**src/rtl/pvp_hit_resolver_if.sv**
```systemverilog
// Bundle of frame-tick, player input and combat result signals for pvp_hit_resolver.
// master drives player inputs (game top / bench); slave is the resolver.
interface pvp_hit_resolver_if;
    logic       SCEN;
    logic       match_restart;
    logic [9:0] p1_pos_x;
    logic [9:0] p2_pos_x;
    logic [9:0] p1_pos_y;
    logic [9:0] p2_pos_y;
    logic       p1_facing_right;
    logic       p2_facing_right;
    logic       p1_atk_window;
    logic       p2_atk_window;
    logic       p1_hitstun_active;
    logic       p2_hitstun_active;
    logic       p1_hit_pulse;
    logic       p2_hit_pulse;
    logic [7:0] p1_hp;
    logic [7:0] p2_hp;
    logic       match_over;
    logic [1:0] winner;

    modport master (
        output SCEN, match_restart,
        output p1_pos_x, p2_pos_x, p1_pos_y, p2_pos_y,
        output p1_facing_right, p2_facing_right, p1_atk_window, p2_atk_window,
        input  p1_hitstun_active, p2_hitstun_active, p1_hit_pulse, p2_hit_pulse,
        input  p1_hp, p2_hp, match_over, winner
    );

    modport slave (
        input  SCEN, match_restart,
        input  p1_pos_x, p2_pos_x, p1_pos_y, p2_pos_y,
        input  p1_facing_right, p2_facing_right, p1_atk_window, p2_atk_window,
        output p1_hitstun_active, p2_hitstun_active, p1_hit_pulse, p2_hit_pulse,
        output p1_hp, p2_hp, match_over, winner
    );
endinterface

```
**src/rtl/pvp_hit_resolver.sv**
```systemverilog
// Frame-tick combat resolver: hitbox test, damage, per-player hitstun FSM, KO and winner.
// Optional macro PVP_HIT_IFRAMES_EN adds an invulnerability state after hitstun.
module pvp_hit_resolver #(
    parameter int HIT_RANGE_X    = 48,
    parameter int HIT_RANGE_Y    = 40,
    parameter int DAMAGE         = 10,
    parameter int MAX_HP         = 100,
    parameter int HITSTUN_FRAMES = 20,
    parameter int IFRAME_FRAMES  = 30
) (
    input  logic                 clk,
    input  logic                 reset,
    pvp_hit_resolver_if.slave    bus
);

    typedef enum logic [1:0] {
        ST_IDLE   = 2'd0,
        ST_STUN   = 2'd1,
        ST_IFRAME = 2'd2,
        ST_KO     = 2'd3
    } state_t;

    localparam logic [10:0] RANGE_X_C = 11'(HIT_RANGE_X);
    localparam logic [10:0] RANGE_Y_C = 11'(HIT_RANGE_Y);
    localparam logic [7:0]  DAMAGE_C  = 8'(DAMAGE);
    localparam logic [7:0]  MAX_HP_C  = 8'(MAX_HP);
    localparam logic [5:0]  HITSTUN_C = 6'(HITSTUN_FRAMES);
`ifdef PVP_HIT_IFRAMES_EN
    localparam logic [5:0]  IFRAME_C  = 6'(IFRAME_FRAMES);
`endif

    // Differences are taken at 11 bits so far-apart players never alias into range.
    function automatic logic [10:0] abs_diff(input logic [9:0] a, input logic [9:0] b);
        logic [10:0] d;
        d = {1'b0, b} - {1'b0, a};
        abs_diff = d[10] ? (11'd0 - d) : d;
    endfunction

    function automatic logic in_reach(input logic [9:0] ax, input logic [9:0] ay,
                                      input logic a_right,
                                      input logic [9:0] bx, input logic [9:0] by);
        logic front;
        front    = a_right ? (bx >= ax) : (bx <= ax);
        in_reach = (abs_diff(ax, bx) <= RANGE_X_C) && (abs_diff(ay, by) <= RANGE_Y_C) && front;
    endfunction

    function automatic logic [7:0] hp_after_hit(input logic [7:0] hp);
        hp_after_hit = (hp > DAMAGE_C) ? (hp - DAMAGE_C) : 8'd0;
    endfunction

    function automatic void fsm_next(input state_t st, input logic [5:0] cnt,
                                     input logic hit, input logic dead,
                                     output state_t ns, output logic [5:0] nc);
        ns = st;
        nc = cnt;
        case (st)
            ST_IDLE: begin
                if (hit) begin
                    ns = ST_STUN;
                    nc = HITSTUN_C - 6'd1;
                end else begin
                    ns = ST_IDLE;
                    nc = 6'd0;
                end
            end
            ST_STUN: begin
                if (cnt == 6'd0) begin
`ifdef PVP_HIT_IFRAMES_EN
                    ns = ST_IFRAME;
                    nc = IFRAME_C;
`else
                    ns = ST_IDLE;
                    nc = 6'd0;
`endif
                end else begin
                    nc = cnt - 6'd1;
                end
            end
            ST_IFRAME: begin
                if (cnt == 6'd0) begin
                    ns = ST_IDLE;
                    nc = 6'd0;
                end else begin
                    nc = cnt - 6'd1;
                end
            end
            ST_KO: begin
                ns = ST_KO;
                nc = 6'd0;
            end
            default: begin
                ns = ST_IDLE;
                nc = 6'd0;
            end
        endcase
        // Reaching zero HP wins over any counting transition.
        if (dead) begin
            ns = ST_KO;
            nc = 6'd0;
        end else begin
            ns = ns;
        end
    endfunction

    state_t     p1_state_r, p2_state_r, p1_state_nxt_s, p2_state_nxt_s;
    logic [5:0] p1_cnt_r, p2_cnt_r, p1_cnt_nxt_s, p2_cnt_nxt_s;
    logic [7:0] p1_hp_r, p2_hp_r, p1_hp_nxt_s, p2_hp_nxt_s;
    logic       p1_latch_r, p2_latch_r, p1_latch_nxt_s, p2_latch_nxt_s;
    logic       p1_hits_p2_s, p2_hits_p1_s, p1_dead_s, p2_dead_s;
    logic       p1_stun_r, p2_stun_r, p1_pulse_r, p2_pulse_r;
    logic       match_over_r, match_over_nxt_s;
    logic [1:0] winner_r, winner_nxt_s;

    // Hit detection, damage and next-state for both players, evaluated from current inputs.
    always_comb begin
        p1_hits_p2_s = bus.p1_atk_window && !p1_latch_r && (p2_state_r == ST_IDLE) && !match_over_r
                       && in_reach(bus.p1_pos_x, bus.p1_pos_y, bus.p1_facing_right,
                                   bus.p2_pos_x, bus.p2_pos_y);
        p2_hits_p1_s = bus.p2_atk_window && !p2_latch_r && (p1_state_r == ST_IDLE) && !match_over_r
                       && in_reach(bus.p2_pos_x, bus.p2_pos_y, bus.p2_facing_right,
                                   bus.p1_pos_x, bus.p1_pos_y);

        p1_hp_nxt_s = p2_hits_p1_s ? hp_after_hit(p1_hp_r) : p1_hp_r;
        p2_hp_nxt_s = p1_hits_p2_s ? hp_after_hit(p2_hp_r) : p2_hp_r;
        p1_dead_s   = (p1_hp_nxt_s == 8'd0);
        p2_dead_s   = (p2_hp_nxt_s == 8'd0);

        fsm_next(p1_state_r, p1_cnt_r, p2_hits_p1_s, p1_dead_s, p1_state_nxt_s, p1_cnt_nxt_s);
        fsm_next(p2_state_r, p2_cnt_r, p1_hits_p2_s, p2_dead_s, p2_state_nxt_s, p2_cnt_nxt_s);

        if (p1_hits_p2_s) begin
            p1_latch_nxt_s = 1'b1;
        end else if (!bus.p1_atk_window) begin
            p1_latch_nxt_s = 1'b0;
        end else begin
            p1_latch_nxt_s = p1_latch_r;
        end
        if (p2_hits_p1_s) begin
            p2_latch_nxt_s = 1'b1;
        end else if (!bus.p2_atk_window) begin
            p2_latch_nxt_s = 1'b0;
        end else begin
            p2_latch_nxt_s = p2_latch_r;
        end

        match_over_nxt_s = match_over_r | p1_dead_s | p2_dead_s;
        winner_nxt_s     = match_over_r ? winner_r : {p1_dead_s, p2_dead_s};
    end

    // State and result registers; restart behaves like reset and overrides the frame tick.
    always_ff @(posedge clk or posedge reset) begin
        if (reset) begin
            p1_state_r   <= ST_IDLE;
            p2_state_r   <= ST_IDLE;
            p1_cnt_r     <= 6'd0;
            p2_cnt_r     <= 6'd0;
            p1_hp_r      <= MAX_HP_C;
            p2_hp_r      <= MAX_HP_C;
            p1_latch_r   <= 1'b0;
            p2_latch_r   <= 1'b0;
            p1_stun_r    <= 1'b0;
            p2_stun_r    <= 1'b0;
            p1_pulse_r   <= 1'b0;
            p2_pulse_r   <= 1'b0;
            match_over_r <= 1'b0;
            winner_r     <= 2'b00;
        end else if (bus.match_restart) begin
            p1_state_r   <= ST_IDLE;
            p2_state_r   <= ST_IDLE;
            p1_cnt_r     <= 6'd0;
            p2_cnt_r     <= 6'd0;
            p1_hp_r      <= MAX_HP_C;
            p2_hp_r      <= MAX_HP_C;
            p1_latch_r   <= 1'b0;
            p2_latch_r   <= 1'b0;
            p1_stun_r    <= 1'b0;
            p2_stun_r    <= 1'b0;
            p1_pulse_r   <= 1'b0;
            p2_pulse_r   <= 1'b0;
            match_over_r <= 1'b0;
            winner_r     <= 2'b00;
        end else if (bus.SCEN) begin
            p1_state_r   <= p1_state_nxt_s;
            p2_state_r   <= p2_state_nxt_s;
            p1_cnt_r     <= p1_cnt_nxt_s;
            p2_cnt_r     <= p2_cnt_nxt_s;
            p1_hp_r      <= p1_hp_nxt_s;
            p2_hp_r      <= p2_hp_nxt_s;
            p1_latch_r   <= p1_latch_nxt_s;
            p2_latch_r   <= p2_latch_nxt_s;
            p1_stun_r    <= (p1_state_nxt_s == ST_STUN) || (p1_state_nxt_s == ST_KO);
            p2_stun_r    <= (p2_state_nxt_s == ST_STUN) || (p2_state_nxt_s == ST_KO);
            p1_pulse_r   <= p2_hits_p1_s;
            p2_pulse_r   <= p1_hits_p2_s;
            match_over_r <= match_over_nxt_s;
            winner_r     <= winner_nxt_s;
        end else begin
            p1_pulse_r   <= 1'b0;
            p2_pulse_r   <= 1'b0;
        end
    end

    assign bus.p1_hitstun_active = p1_stun_r;
    assign bus.p2_hitstun_active = p2_stun_r;
    assign bus.p1_hit_pulse      = p1_pulse_r;
    assign bus.p2_hit_pulse      = p2_pulse_r;
    assign bus.p1_hp             = p1_hp_r;
    assign bus.p2_hp             = p2_hp_r;
    assign bus.match_over        = match_over_r;
    assign bus.winner            = winner_r;

endmodule

```
**src/flat_wrapper.sv**
```systemverilog
// flat-port wrapper written by rule: the top's interface ports become plain ports
module pvp_hit_resolver_flat 
#(
    parameter int HIT_RANGE_X    = 48,
    parameter int HIT_RANGE_Y    = 40,
    parameter int DAMAGE         = 10,
    parameter int MAX_HP         = 100,
    parameter int HITSTUN_FRAMES = 20,
    parameter int IFRAME_FRAMES  = 30
)
  (clk, reset, bus_SCEN, bus_match_restart, bus_p1_pos_x, bus_p2_pos_x, bus_p1_pos_y, bus_p2_pos_y, bus_p1_facing_right, bus_p2_facing_right, bus_p1_atk_window, bus_p2_atk_window, bus_p1_hitstun_active, bus_p2_hitstun_active, bus_p1_hit_pulse, bus_p2_hit_pulse, bus_p1_hp, bus_p2_hp, bus_match_over, bus_winner);
  pvp_hit_resolver_if bus_i ();
  input  logic clk;
  input  logic reset;
  input wire logic [$bits(bus_i.SCEN)-1:0] bus_SCEN;
  input wire logic [$bits(bus_i.match_restart)-1:0] bus_match_restart;
  input wire logic [$bits(bus_i.p1_pos_x)-1:0] bus_p1_pos_x;
  input wire logic [$bits(bus_i.p2_pos_x)-1:0] bus_p2_pos_x;
  input wire logic [$bits(bus_i.p1_pos_y)-1:0] bus_p1_pos_y;
  input wire logic [$bits(bus_i.p2_pos_y)-1:0] bus_p2_pos_y;
  input wire logic [$bits(bus_i.p1_facing_right)-1:0] bus_p1_facing_right;
  input wire logic [$bits(bus_i.p2_facing_right)-1:0] bus_p2_facing_right;
  input wire logic [$bits(bus_i.p1_atk_window)-1:0] bus_p1_atk_window;
  input wire logic [$bits(bus_i.p2_atk_window)-1:0] bus_p2_atk_window;
  output wire logic [$bits(bus_i.p1_hitstun_active)-1:0] bus_p1_hitstun_active;
  output wire logic [$bits(bus_i.p2_hitstun_active)-1:0] bus_p2_hitstun_active;
  output wire logic [$bits(bus_i.p1_hit_pulse)-1:0] bus_p1_hit_pulse;
  output wire logic [$bits(bus_i.p2_hit_pulse)-1:0] bus_p2_hit_pulse;
  output wire logic [$bits(bus_i.p1_hp)-1:0] bus_p1_hp;
  output wire logic [$bits(bus_i.p2_hp)-1:0] bus_p2_hp;
  output wire logic [$bits(bus_i.match_over)-1:0] bus_match_over;
  output wire logic [$bits(bus_i.winner)-1:0] bus_winner;
  assign bus_i.SCEN = bus_SCEN;
  assign bus_i.match_restart = bus_match_restart;
  assign bus_i.p1_pos_x = bus_p1_pos_x;
  assign bus_i.p2_pos_x = bus_p2_pos_x;
  assign bus_i.p1_pos_y = bus_p1_pos_y;
  assign bus_i.p2_pos_y = bus_p2_pos_y;
  assign bus_i.p1_facing_right = bus_p1_facing_right;
  assign bus_i.p2_facing_right = bus_p2_facing_right;
  assign bus_i.p1_atk_window = bus_p1_atk_window;
  assign bus_i.p2_atk_window = bus_p2_atk_window;
  assign bus_p1_hitstun_active = bus_i.p1_hitstun_active;
  assign bus_p2_hitstun_active = bus_i.p2_hitstun_active;
  assign bus_p1_hit_pulse = bus_i.p1_hit_pulse;
  assign bus_p2_hit_pulse = bus_i.p2_hit_pulse;
  assign bus_p1_hp = bus_i.p1_hp;
  assign bus_p2_hp = bus_i.p2_hp;
  assign bus_match_over = bus_i.match_over;
  assign bus_winner = bus_i.winner;
  pvp_hit_resolver #(.HIT_RANGE_X(HIT_RANGE_X), .HIT_RANGE_Y(HIT_RANGE_Y), .DAMAGE(DAMAGE), .MAX_HP(MAX_HP), .HITSTUN_FRAMES(HITSTUN_FRAMES), .IFRAME_FRAMES(IFRAME_FRAMES)) u_core (.clk(clk), .reset(reset), .bus(bus_i));
endmodule
```
**config.mk**
```make
export PLATFORM = sky130hd
export DESIGN_NAME = pvp_hit_resolver_flat
export DESIGN_NICKNAME = d
export VERILOG_FILES = /design/src/rtl/pvp_hit_resolver_if.sv /design/src/rtl/pvp_hit_resolver.sv /design/src/flat_wrapper.sv
export SDC_FILE = /design/constraint.sdc
export NUM_CORES = 1
export LEC_CHECK = 0
export CORE_UTILIZATION = 40
export CTS_CLUSTER_DIAMETER = 80
export DETAILED_ROUTE_END_ITERATION = 8
export PLACE_DENSITY = 0.73
export SYNTH_ARGS = -nofsm -noshare
export SYNTH_HDL_FRONTEND = slang
export SYNTH_SLANG_ARGS = --single-unit
```
**constraint.sdc**
```tcl
create_clock -name clk -period 3.8 [get_ports clk]
set_input_delay 0.76 -clock clk [delete_from_list [all_inputs] [get_ports clk]]
set_output_delay 0.76 -clock clk [all_outputs]
set_load 0.02 [all_outputs]
```
# Word level (Yosys, flattened, before mapping)
# Index checks and enable logic that the tools add are counted.
# W data, S select, Z words.
[word_totals]
ff_bits = 41
latchBits = 0
mem_bits_rw = 0
romBits = 0
input_bits = 48
out_inout_bits = 23
elab_cells = 139
mem_count = 0
[classes]
addsub = 12
multipliers = 0
n_div = 0
n_lt_le_gt_ge = 10
n_eq_ne = 13
n_shift = 0
n_mux = 59
bitwise_logic = 2
reduce_logical = 29
[op_table]
columns = ["operator", "count"]
rows = [
  ["$mux W8", 8],
  ["$mux W6", 8],
  ["$le A11 B6 Y1 const B", 4],
  ["$mux W11", 4],
  ["$sub A1 B11 Y11 const A", 4],
  ["$sub A10 B10 Y11", 4],
  ["$pmux W6 S3", 2],
  ["$mux W1", 22],
  ["$mux W2", 11],
  ["$ge A10 B10 Y1", 2],
  ["$le A10 B10 Y1", 2],
  ["$gt A8 B4 Y1 const B", 2],
  ["$logic_not A8 Y1", 2],
  ["$sub A8 B4 Y8 const B", 2],
  ["$eq A2 B2 Y1 const B", 6],
  ["$logic_and A1 B1 Y1", 12],
  ["$logic_not A6 Y1", 2],
  ["$pmux W2 S3", 2],
  ["$sub A6 B1 Y6 const B", 2],
  ["$mux W5", 2],
  ["$eq A2 B1 Y1 const B", 4],
  ["$ne A3 B2 Y1 const B", 2],
  ["$reduce_and A2 Y1", 3],
  ["$logic_not A2 Y1", 2],
  ["other kinds (6)", 11],
]

# Depth between registers and ports, before layout
[logic_depth]
word_depth = 14
ltp_mapped = 17
ltp_nobuf = 16

# Worst setup path after synthesis
# OpenSTA, ideal clock, no wires.
[synth_path]
path_type = "in2reg"
startpoint = "input bus_p1_pos_x[0]"
endpoint = "register u_core.p1_cnt_r[0]"
setup_time_ps = 121
arrival_ps = 4313
required_ps = 3679
setup_slack_ps = -634
path_stages = 16
path_buffers = 1
path_cell_list = "inv_1 > ha_1 > fa_1 > nand2b_2 > a211oi_1 > or2_1 > clkbuf_2 > a21o_1 > a31oi_1 > or3_1 > a221o_1 > or4_1 > a2111oi_2 > a2bb2oi_2 > nor2_1 > a22o_1"
[synth_between]
elab_chain_cells = 12
word_cells_on_any_way = 17
classes_between = "add/sub: 2; order compare: 3; mux: 8; reduce/logical: 4"
[synth_rtl]
columns = ["element", "line", "text"]
rows = [
  ["start, declared", "flat_wrapper.sv:17", "input wire logic [$bits(bus_i.p1_pos_x)-1:0] bus_p1_pos_x;"],
  ["$sub A10 B10 Y11", "pvp_hit_resolver.sv:35", "d = {1'b0, b} - {1'b0, a};"],
  ["$sub A1 B11 Y11", "pvp_hit_resolver.sv:36", "abs_diff = d[10] ? (11'd0 - d) : d;"],
  ["$mux W11", "pvp_hit_resolver.sv:36", ""],
  ["$le A11 B6 Y1", "pvp_hit_resolver.sv:44", "in_reach = (abs_diff(ax, bx) <= RANGE_X_C) && (abs_diff(ay, by) <= RANGE_Y_C) && front;"],
  ["$logic_and A1 B1 Y1", "pvp_hit_resolver.sv:44", ""],
  ["$logic_and A1 B1 Y1 (*)", "pvp_hit_resolver.sv:44", ""],
  ["$logic_and A1 B1 Y1 (*)", "pvp_hit_resolver.sv:120", "&& in_reach(bus.p2_pos_x, bus.p2_pos_y, bus.p2_facing_right,"],
  ["$mux W5 / $mux W8 (equally long branches)", "pvp_hit_resolver.sv:58, pvp_hit_resolver.sv:123", ""],
  ["$pmux W6 S3 / $logic_not A8 Y1 (equally long branches)", "pvp_hit_resolver.sv:56, pvp_hit_resolver.sv:125", ""],
  ["$mux W6 (*)", "pvp_hit_resolver.sv:97", "if (dead) begin"],
  ["$mux W6 (*)", "pvp_hit_resolver.sv:182", "end else if (bus.SCEN) begin"],
  ["$mux W6 (*)", "pvp_hit_resolver.sv:167", "end else if (bus.match_restart) begin"],
  ["end signal, assigned", "pvp_hit_resolver.sv:185", "p1_cnt_r <= p1_cnt_nxt_s;"],
  ["end, declared", "pvp_hit_resolver.sv:106", "logic [5:0] p1_cnt_r, p2_cnt_r, p1_cnt_nxt_s, p2_cnt_nxt_s;"],
]
# Mark *: on every way between the ends. The rest lies on a longest branch, timed or not. The select of a mux whose other input is x is not followed.
# A chain may end at the register's enable or synchronous reset.

# Worst setup path in the final report
[layout_path]
startpoint = "input bus_p2_pos_x[0]"
endpoint = "register u_core.p2_cnt_r[4]"
[layout_between]
elab_chain_cells = 12
word_cells_on_any_way = 17
classes_between = "add/sub: 2; order compare: 3; mux: 8; reduce/logical: 4"
[layout_rtl]
columns = ["element", "line", "text"]
rows = [
  ["start, declared", "flat_wrapper.sv:18", "input wire logic [$bits(bus_i.p2_pos_x)-1:0] bus_p2_pos_x;"],
  ["$sub A10 B10 Y11", "pvp_hit_resolver.sv:35", ""],
  ["$sub A1 B11 Y11", "pvp_hit_resolver.sv:36", ""],
  ["$mux W11", "pvp_hit_resolver.sv:36", ""],
  ["$le A11 B6 Y1", "pvp_hit_resolver.sv:44", ""],
  ["$logic_and A1 B1 Y1", "pvp_hit_resolver.sv:44", ""],
  ["$logic_and A1 B1 Y1 (*)", "pvp_hit_resolver.sv:44", ""],
  ["$logic_and A1 B1 Y1 (*)", "pvp_hit_resolver.sv:117", "&& in_reach(bus.p1_pos_x, bus.p1_pos_y, bus.p1_facing_right,"],
  ["$mux W5 / $mux W8 (equally long branches)", "pvp_hit_resolver.sv:58, pvp_hit_resolver.sv:124", ""],
  ["$pmux W6 S3 / $logic_not A8 Y1 (equally long branches)", "pvp_hit_resolver.sv:56, pvp_hit_resolver.sv:126", ""],
  ["$mux W6 (*)", "pvp_hit_resolver.sv:97", ""],
  ["$mux W6 (*)", "pvp_hit_resolver.sv:182", ""],
  ["$mux W6 (*)", "pvp_hit_resolver.sv:167", ""],
  ["end signal, assigned", "pvp_hit_resolver.sv:186", "p2_cnt_r <= p2_cnt_nxt_s;"],
  ["end, declared", "pvp_hit_resolver.sv:106", ""],
]
# Marked as above.

==> metrics <==
status=complete, but fails checks; failing checks=setup timing; Yosys Warn Count=0; Max Freq=229 MHz; initial core utilization=41.6%; reg2reg start=u_core.bus.p1_hitstun_active$_DFFE_PP0P_; Worst Reg2Reg Path Length in Cells=13; post-route minimum period=4.36 ns; global-route wire length before repair=29300 microns; vias per cell=5.74; initial antenna violation count=0; adder-cell share of the synthesized area=13.1%; share of the core filled with cells=67.4%; CP Buf/Inv Count=7; max_slew headroom=42.6%; Layout area overhead=62.1%; Routed Antenna Nets=0; critical path's top delay family=simple AND/OR/NAND/NOR gates; setup ws final=-0.558 ns; main combinational cell family by area after synthesis=compound AO/OA/AOI/OAI gates; CTS max path bufs=2; mux contribution to synthesized area=2.20%; layout cells sized above 1=39.4%; P_leak=0.00414 uW; Worst-path clk slew=0.06 ns; max-slew violation count=0; largest net degree at the start of global routing=23; I/O Buffers=70; die area=0.0144 sq mm; Setup Skew=0.00291 ns; final setup fails=37; xor/xnor share of the synthesized area=4.42%; crit end category=flop; Synth Instances=726; placed cell areas=0.00797 sq mm; GRT Total Usage=24.4%; Hold Worst Slack=0.480 ns; max_cap viols=0; WS Path Type=in2reg; Avg Cell Area, Syn=7.68 sq um; drt drc=0; WL final=18500 microns; synthesized area=0.00557 sq mm; async set-or-reset flop fraction in the synthesized netlist=100%; crit path cell chain=buf_2, inv_1, ha_2, inv_1, fa_2, a21o_1, a21oi_2, xor2_1, buf_4, buf_4, nand2b_4, nor3_1, or4_4, nor4_4, buf_6, and3_4, mux2i_1, nand4_2, buf_6, a32o_1; CP Data Required Time=3.97 ns; clock sinks=39; fin nets=1092; Die H=120 microns; biggest area consumer among synthesized cells=dfrtp_1; Peak supply drop=0.000155 V; Iter 0 DRT Violations=460; Seq cells post-synth=39; Yosys cell types=80; PD cells=229 mW/mm^2; Crit path arrival time=4.53 ns; number of global-route vias before repair=6436; crit start category=primary input; top cells by area, synth=dfrtp_1, ha_1, inv_1; n_diodes=0; Min-Delay Path Depth=1; actual slew at the worst max-slew pin=0.859 ns; die width=120 microns; Final Cell Area=0.00903 sq mm; EDFF count, synth=0; Worst R2R End=u_core.bus.p1_hitstun_active$_DFFE_PP0P_; global route overflow=0; Most used DFF post-synth=dfrtp_1; Worst Hold Launch=u_core.p2_cnt_r[5]$_DFFE_PP0P_; later-pin clock latency in the skew report=0.28 ns; max incr delay on CP=0.53 ns; WHS Endpoint=u_core.p2_cnt_r[5]$_DFFE_PP0P_; Crit Path Max Fanout=8; hold_buf cts=0; # IOs=71; cts bufs inserted=5; RSZ-0062 raised after global routing=true; Min-Delay Path Class=reg2reg; flop-to-flop setup slack=0.75 ns; Placer Congestion=0.907; Final Hold Vio Count=0; Final HPWL DP=13100 microns; H-tree depth=2; TritonCTS clock tree=yes; post-synthesis sequential area ratio=17.6%; 1st-pass router iterations=6; Design Power=2070 uW; Synth Area in Simple Gates=24.0%; core area=0.0134 sq mm; Compound-Gate Fraction of Synth Area=31.3%; Avg WL per Cell=15.9 microns; post-synth net total=830; Critical Path Slowest Stage Cell=or4_4; vias=6685; root buffer cell=clkbuf_16; top cell type's share of synthesized area=14.8%; Core Rows=42; fin crit share=115%
## synth_stat cells, drive strengths merged (4+ instances only)
| cell | number |
|---|---|
| a2111oi | 7 |
| a211o | 4 |
| a211oi | 13 |
| a21o | 22 |
| a21oi | 48 |
| a22o | 5 |
| a22oi | 5 |
| a31oi | 9 |
| a32o | 4 |
| a32oi | 4 |
| and2 | 12 |
| and3 | 11 |
| buf | 11 |
| clkbuf | 14 |
| dfrtp | 33 |
| dfstp | 6 |
| fa | 4 |
| ha | 52 |
| inv | 71 |
| mux2i | 10 |
| nand2 | 51 |
| nand2b | 9 |
| nand3 | 22 |
| nand3b | 4 |
| nand4 | 7 |
| nor2 | 56 |
| nor2b | 10 |
| nor3 | 25 |
| nor4 | 11 |
| o2111ai | 4 |
| o211a | 8 |
| o211ai | 11 |
| o21a | 14 |
| o21ai | 53 |
| o221ai | 7 |
| o22ai | 4 |
| o311ai | 4 |
| or2 | 9 |
| or3 | 5 |
| or4 | 10 |
| xnor2 | 17 |
| xor2 | 9 |
## through the flow
step	worst slack, ns	instances	TNS (ns)
floorplan	-0.459	726	-8.83
global placement	-1.28	1135	-40.46
detailed placement	-1.37	1135	-42.52
CTS	-0.491	1157	-12.06
global route	-0.694	1165	-17.84
finish	-0.558	1165	-12.68
## repair_timing
action | in CTS | in global routing
gates resized for setup | 156 | 55
endpoints found under the setup margin | 39 | 38
hold endpoints to repair | 0 | 0
gates cloned | 1 | 0
pin swaps | 57 | 40
setup buffers | 16 | 9
## flip-flops by register name, indices dropped and copies added (netlist names)
register / cells
u_core.bus.match_over: 1
u_core.bus.p1_hit_pulse: 1
u_core.bus.p1_hitstun_active: 1
u_core.bus.p1_hp: 8
u_core.bus.p2_hit_pulse: 1
u_core.bus.p2_hitstun_active: 1
u_core.bus.p2_hp: 8
u_core.bus.winner: 2
u_core.p1_cnt_r: 6
u_core.p1_latch_r: 1
u_core.p1_state_r: 1
u_core.p2_cnt_r: 6
u_core.p2_latch_r: 1
u_core.p2_state_r: 1
## cell families after synthesis
group	after synthesis
AO/OA/AOI/OAI	247
XOR/XNOR	26
adder cells (fa/ha/maj)	56
buffers and inverters	96
flip-flops	39
multiplexers	12
AND/OR/NAND/NOR	250
## worst max path at each step
stage / from / end / cells past startpoint
finish: bus_p2_pos_x[0] / u_core.p2_cnt_r[4]$_DFFE_PP0P_ / 20
global route: bus_p2_pos_x[0] / u_core.p2_cnt_r[0]$_DFFE_PP0P_ / 20
detailed placement: bus_p1_pos_y[0] / u_core.p1_cnt_r[4]$_DFFE_PP0P_ / 18
CTS: bus_p2_pos_y[0] / u_core.p1_cnt_r[4]$_DFFE_PP0P_ / 17
global placement: bus_p1_pos_y[0] / u_core.p1_cnt_r[4]$_DFFE_PP0P_ / 19
floorplan: bus_p2_pos_y[0] / u_core.p2_cnt_r[5]$_DFFE_PP0P_ / 17
## where the power goes
| group | internal [uW] | switching [uW] | total (uW) |
|---|---|---|---|
| clock network | 243 | 165 | 408 |
| logic | 633 | 607 | 1240 |
| registers | 417 | 2.29 | 420 |
| total | 1290 | 774 | 2070 |
## per-layer routing
layer / track usage (%) / vias to the layer above / part of all wire, %
met5: 0 / - / 0
met4: 8.20 / 0 / 2.7
met3: 1.81 / 52 / 3.7
met2: 42.3 / 229 / 50
met1: 31.9 / 3192 / 44
li1: - / 3212 / -
## final cells by class
cell class | instances | area (sq um)
clock buffers | 7 | 133
flip-flops and latches | 39 | 983
clock inverters | 1 | 5.00
repair buffers | 280 | 2350
well taps | 176 | 220
multi-input cells | 591 | 5050
fillers | 1057 | 4370
inverters | 71 | 294
## worst reg2reg max path, cell delays in order, from the launching register on
cell and delay [ns]:
dfrtp_1 0.42, inv_1 0.10, ha_1 0.14, nand2_1 0.08
a2111oi_4 0.35, o221ai_2 0.16, or4b_4 0.55, nor4b_4 0.32
buf_4 0.19, nand3_4 0.08, a2bb2oi_4 0.26, buf_6 0.15
nand2_4 0.05, o211ai_1 0.10
## layout by cell type, fill, tap and decap left out, types with 20 or more instances in the layout
cell type	instances
dfrtp_1	33
nor2_1	48
a21oi_1	31
clkdlybuf4s50_1	43
buf_4	190
ha_1	33
nor3_1	22
buf_6	22
inv_1	55
a21o_1	20
nand2_1	45
o21ai_0	38
Power figures use the tool's default switching activity.
